File: config.mk
export PLATFORM = sky130hd
export DESIGN_NAME = multi_sel_seq
export DESIGN_NICKNAME = d
export VERILOG_FILES = /design/src/rtl/multi_sel_seq.sv
export SDC_FILE = /design/constraint.sdc
export NUM_CORES = 1
export LEC_CHECK = 0
export ABC_AREA = 1
export BUFFER_PORTS_ARGS = -buffer_cell sky130_fd_sc_hd__buf_2
export CAP_MARGIN = 20
export CORE_ASPECT_RATIO = 0.5
export CORE_MARGIN = 3
export CORE_UTILIZATION = 45
export CTS_BUF_LIST = sky130_fd_sc_hd__clkbuf_16
export DETAILED_ROUTE_END_ITERATION = 12
export PLACE_DENSITY_LB_ADDON = 0.25
export SYNTH_ARGS = -nofsm -noshare
export SYNTH_HDL_FRONTEND = slang
export SYNTH_SLANG_ARGS = --single-unit
File: constraint.sdc
create_clock -name clk -period 4.6 [get_ports clk]
set_input_delay 0.46 -clock clk [delete_from_list [all_inputs] [get_ports clk]]
set_output_delay 0.46 -clock clk [all_outputs]
set_load 0.01 [all_outputs]
File: src/rtl/multi_sel_seq.sv
// Sequencer that multiplies one accepted sample by each of N programmable coefficients,
// emitting one full-width product per step under a valid/ready handshake.
module multi_sel_seq #(
    parameter int              DW        = 8,
    parameter int              N         = 4,
    parameter int              CW        = 4,
    parameter logic [N*CW-1:0] COEF_INIT = {4'd7, 4'd3, 4'd1, 4'd8},
    localparam int             OW        = DW + CW,
    localparam int             AW        = (N > 1) ? $clog2(N) : 1
) (
    input  logic          clk,
    input  logic          rst,
    input  logic          in_valid,
    input  logic [DW-1:0] in_data,
    output logic          in_ready,
    output logic          out_valid,
    input  logic          out_ready,
    output logic [OW-1:0] out_data,
    output logic [AW-1:0] out_idx,
    output logic          out_last,
    input  logic          cfg_we,
    input  logic [AW-1:0] cfg_addr,
    input  logic [CW-1:0] cfg_data
);

    typedef enum logic {IDLE, RUN} state_t;

    state_t        state, state_nxt;
    logic [DW-1:0] sample;
    logic [CW-1:0] coef [N];
    logic [AW-1:0] next_idx;
    logic          last_step;
    logic          xfer;
    logic          accept;

    function automatic logic [OW-1:0] mul(input logic [DW-1:0] a, input logic [CW-1:0] b);
        return OW'(a) * OW'(b);
    endfunction

    assign next_idx  = out_idx + AW'(1);
    assign last_step = (out_idx == AW'(N - 1));
    assign out_last  = out_valid && last_step;
    assign xfer      = out_valid && out_ready;
    // The next sample may enter on the very edge that retires the last product.
    assign in_ready  = (state == IDLE) || (out_last && out_ready);
    assign accept    = in_valid && in_ready;

    always_ff @(posedge clk or negedge rst) begin
        if (!rst) state <= IDLE;
        else      state <= state_nxt;
    end

    always_comb begin
        state_nxt = state;
        case (state)
            IDLE:    if (accept) state_nxt = RUN;
            RUN:     if (xfer && last_step && !accept) state_nxt = IDLE;
            default: state_nxt = IDLE;
        endcase
    end

    // NOTE: the coefficient file is reset because COEF_INIT is functional
    // state that the datapath relies on, not just a simulation convenience.
    always_ff @(posedge clk or negedge rst) begin
        if (!rst) begin
            for (int i = 0; i < N; i++) coef[i] <= COEF_INIT[i*CW +: CW];
        end else if (cfg_we && (int'(cfg_addr) < N)) begin
            coef[cfg_addr] <= cfg_data;
        end
    end

    // NOTE: non-blocking updates mean a product loaded on the same edge as a
    // write to its slot reads the coefficient value from before that edge.
    always_ff @(posedge clk or negedge rst) begin
        if (!rst) begin
            sample    <= '0;
            out_data  <= '0;
            out_idx   <= '0;
            out_valid <= 1'b0;
        end else if (accept) begin
            sample    <= in_data;
            out_idx   <= '0;
            out_data  <= mul(in_data, coef[0]);
            out_valid <= 1'b1;
        end else if (xfer) begin
            if (last_step) begin
                out_valid <= 1'b0;
            end else begin
                out_idx  <= next_idx;
                out_data <= mul(sample, coef[next_idx]);
            end
        end
    end

endmodule

# [Word level (Yosys, flattened, before mapping)]
# Index checks and enable logic that the tools add are counted.
[totals] regBits=40 elab_cells=51 in_bits=19
[classes] mux=18 reduce_logical=13 multipliers=2 n_addsub=1 n_eq_ne=2 n_lt_le_gt_ge=3 n_bitwise=3
[op_table] operator="12-bit 2-to-1 mux" count=3
[op_table] operator="8-bit by 4-bit multiplier with 12-bit output" count=2
[op_table] operator="16-bit bitwise mux" count=1
[op_table] operator="4-bit 2-to-1 mux" count=3
[op_table] operator="4-bit binary-select mux with 2-bit select" count=1
[op_table] operator="4-bit demux with 2-bit select" count=1
[op_table] operator="1-bit logical AND" count=7
[op_table] operator="3-bit greater-or-equal comparator, second input constant" count=2
[op_table] operator="2-bit 2-to-1 mux" count=3
[op_table] operator="2-bit inverter with 3-bit output" count=2
[op_table] operator="1-bit 2-to-1 mux" count=5
[op_table] operator="2-bit AND reduction" count=2
[op_table] operator="2-bit nonzero test" count=2
[op_table] operator="3-bit by 1-bit less-than comparator with 1-bit output, second input constant" count=1
[op_table] operator="2-bit by 1-bit adder with 2-bit output, second input constant" count=1
[op_table] operator="2-bit equality test, second input constant" count=1
[op_table] operator="2-bit by 1-bit inequality test with 1-bit output, second input constant" count=1
[op_table] operator="1-bit one-hot mux with 2 select lines" count=1
[op_table] operator="1-bit zero test" count=1
[op_table] operator="1-bit logical OR" count=1
[op_table] operator="1-bit inverter" count=1

# [Longest topological paths before layout]
[depth] ltp_word=9 mapped_depth=22

# [Worst setup path after synthesis]
# No wires, ideal clock.
[synth_timing] path_kind="flip-flop to flip-flop" startpoint="register out_idx[0]" endpoint="register out_data[9]" arrival_time_ns=3.361 t_required_ns=4.484 setup_slack_ns=1.122 path_stages_with_launch=19 path_cell_list="dfrtp_1 -> ha_1 -> inv_1 -> nand3_1 -> nand2_1 -> nor2_1 -> fa_1 -> inv_1 -> fa_1 -> inv_1 -> ha_1 -> a21oi_1 -> nor2_1 -> nor2_1 -> nand3b_1 -> nand3_1 -> nand2_1 -> nand2_1 -> nand2_1"
[synth_between] elab_chain_len=9
[synth_rtl] item="from (decl)" line="19" rtl="output logic [AW-1:0] out_idx,"
[synth_rtl] item="from (signal assigned)" line="89" rtl="out_idx <= next_idx;"
[synth_rtl] item="2-bit by 1-bit adder with 2-bit output" line="40" rtl="assign next_idx = out_idx + AW'(1);"
[synth_rtl] item="2-bit inverter with 3-bit output (implied by the code)" line="90" rtl="out_data <= mul(sample, coef[next_idx]);"
[synth_rtl] item="4-bit binary-select mux with 2-bit select" line="90"
[synth_rtl] item="4-bit 2-to-1 mux (implied by the code) (2 in a row)" line="90"
[synth_rtl] item="8-bit by 4-bit multiplier with 12-bit output" line="37" rtl="return OW'(a) * OW'(b);"
[synth_rtl] item="12-bit 2-to-1 mux" line="86" rtl="if (last_step) begin"
[synth_rtl] item="12-bit 2-to-1 mux" line="85" rtl="end else if (xfer) begin"
[synth_rtl] item="12-bit 2-to-1 mux" line="80" rtl="end else if (accept) begin"
[synth_rtl] item="to (signal assigned)" line="83" rtl="out_data <= mul(in_data, coef[0]);"
[synth_rtl] item="to (signal assigned)" line="90"
[synth_rtl] item="to (decl)" line="18" rtl="output logic [OW-1:0] out_data,"
# Several ways; a longest one is shown, not always the timed one. The select of a mux whose other input is x is not followed.
# A chain may end at the register's enable or synchronous reset.

# [Worst setup path in the final report]
[layout_timing] startpoint="register out_idx[0]" endpoint="register out_data[11]"
# The elaborated chain is that of the path after synthesis.

==> metrics.txt <==
final WL=8920 microns; total count of hold-check failures in the final report=0; Avg WL per Cell=between 10 and 15 microns; post-synthesis adder-cell area fraction=0.238; delay of the slowest cell on the worst path=roughly 540 ps; synthesized area per cell=7.15 sq um; portion of the clock cycle consumed by the worst path in the final layout=0.847; global route overflow=0; Worst Setup Path Type=reg -> reg; Worst R2R Path Depth=18; maximum number of buffers from clock root to sink=2; clock buffers created by TritonCTS=5; overall die area=roughly 9500 sq um; first-pass iteration count of the detailed router=4; cell at the slowest stage of the critical path=fa_1; Critical Path Sink Type=flop; layout cell share with drive strength beyond 1=0.100; number of violations of the max-capacitance limit=0; outcome=completed; all-layer global routing usage=0.193; maximum number of pins on one net before global-route repair=41; fmax=257 MHz; number of global-route vias before repair=2925; fraction of synthesized cell area in xor and xnor cells=0.00933; number of slew-limit violations in the final report=0; area post-placement=4000 sq um; HPWL Detailed=7110 microns; largest driver fanout on the critical path=11; worst-case headroom to the max-slew limit=0.384; number of top-level pins=36; total number of vias=3245; Chip Height=70.6 microns; most repeated cell in the gate-level netlist after synthesis=nand2_1; data required time of the critical path=4780 ps; initial antenna violation count=0; transition at the pin with the smallest max-transition slack=about 900 ps; via-per-instance ratio=4.87; layout overhead on the synthesized area=10.9%; share of synthesized area spent on multiplexers=0; routability-driven placement congestion ratio=0.922; Initial Util=0.487; count of different cell masters after synthesis=31; cells along the critical path=ha_1 -> inv_1 -> nand3_1 -> nand2_1 -> nor2_1 -> fa_1 -> inv_1 -> fa_1 -> inv_1 -> ha_1 -> a21oi_1 -> nand2_1 -> nand2_1 -> nand4_1 -> nand3_1 -> nand2_1 -> nand2_1 -> nand2_1; Arr. time, crit path=4080 ps; instance count of the mapped netlist=525; part of the Yosys area used for sequential elements=0.269; post-synthesis async set-or-reset flop share=1.00; setup repair after global routing missed its margin=false; width of the die=135 microns; post_cts resized=0; launching element type of the critical path=flop; multi-input gate area in the final layout=2310 sq um; Simple-Gate Fraction of Synth Area=0.289; count of hold buffers inserted by post-cts repair=0; first-pass GRT wire length=14700 microns; main combinational cell family by area after synthesis=simple AND/OR/NAND/NOR gates; minimum period implied by the final worst setup slack=3900 ps; Post-synth EDFFs=0; insertion delay to the later sink of the worst-skew pair=290 ps; library cell with the largest summed area after synthesis=dfrtp_1; clock slew at reported path FFs=60 ps; total setup violations reported at the end of the flow=0; CTS tree=built; setup total negative slack=0 ps; Yosys top cell area share=0.220; setup clock skew after layout=7.12 ps; Row Count=22; buffer count from post-CTS setup fixing=0; Layout fillers=760; Antenna Nets Post-Route=0; post-synthesis instance area=3760 sq um; floorplan core area=7710 sq um; Most Frequent Cell on Critical Path=nand2_1; deepest level of the CTS H-tree=2; Mapped Nets=601; number of design rule violations left after detail routing=0; clock root cell=clkbuf_16; cells taking the most area after synthesis=dfrtp_1 22%, nand2_1 17%, fa_1 13%; Hold/Removal Path Class=in -> async; Antenna Diode Count=0; most common library cells after synthesis=171 x nand2_1, 92 x inv_1, 43 x nor2_1, 37 x nand3_1; Layout Cell Area excl Fill=roughly 4200 sq um; most frequently used flop master after synthesis=dfrtp_1; count of state elements after synthesis=40; DRC violation total after the first TritonRoute iteration=175; FF/Latch Area=1010 sq um; total number of yosys warnings=0; fraction of the mapped netlist area in compound gates=0.0783; utilization of the core after routing=0.540; net count of the finished layout=633; TritonCTS Sinks=40; quantity of I/O buffers inserted on ports=35
## routing by layer
layer  GRT usage  part of all wire
met1       0.299              0.52
met2       0.280              0.42
met3      0.0362             0.058
met4      0.0391            0.0027
met5           0                 0
## state kept, by name (all words and copies together), names as in the netlist
| signal | cells |
|---|---|
| out_valid | 1 |
| out_idx | 2 |
| coef | 16 |
| out_data | 12 |
| state | 1 |
| sample | 8 |
## critical path, delay by kind of cell, from the launching register on
family / cells / cell delay (ps)
compound gates: 1 / 280
fa+ha+maj: 4 / 1820
buf+inv: 3 / 230
flops: 1 / 490
simple gates: 10 / 1000
## stage by stage
step	std cells	setup WS [ps]	hold WS (ps)
floorplan	525	1120	164
global placement	658	818	466
detailed placement	658	719	469
CTS	666	700	335
global route	666	387	377
finish	666	705	315
## area by class of cell
cell class                      count  share of cell area
Clock buffer                        5              0.0300
Clock inverter                      3              0.0102
Inverter                           97              0.0886
Multi-Input combinational cell    378               0.554
Sequential cell                    40               0.242
Tap cell                          108              0.0324
Timing Repair Buffer               35              0.0421
## path summary, 6_finish.rpt
path / start / end / slack [ps]
max reg2reg: out_idx[0] / out_data[11] / 700
min in group clk: in_valid / state / 400
max: out_idx[0] / out_data[11] / 700
min: rst / coef[6] / 310
min reg2reg: out_data[11] / out_data[11] / 480
max in group asynchronous: rst / out_data[5] / 3710
## cells in the final DEF, fill, tap and decap left out, types with 3 or more instances in the layout
| cell type | synthesis | routed |
|---|---|---|
| inv_1 | 92 | 92 |
| fa_1 | 24 | 24 |
| nand3b_1 | 9 | 9 |
| dfrtp_1 | 33 | 33 |
| clkbuf_16 | 0 | 5 |
| nor2_1 | 43 | 43 |
| ha_1 | 33 | 33 |
| nand3_1 | 37 | 37 |
| inv_2 | 3 | 3 |
| dfstp_2 | 7 | 7 |
| xor2_1 | 3 | 3 |
| a21oi_1 | 13 | 13 |
| a31oi_1 | 3 | 3 |
| o21ai_0 | 29 | 29 |
| nand2_1 | 171 | 171 |
| buf_2 | 1 | 35 |
## cell families after synthesis
family                   Yosys count
AND/OR/NAND/NOR                  264
buffers and inverters            107
adder cells (fa/ha/maj)           57
AO/OA/AOI/OAI                     53
flip-flops                        40
XOR/XNOR                           4
Power is not shown: default switching activity piles up to over one toggle a cycle in this logic, so the estimate is an artifact.
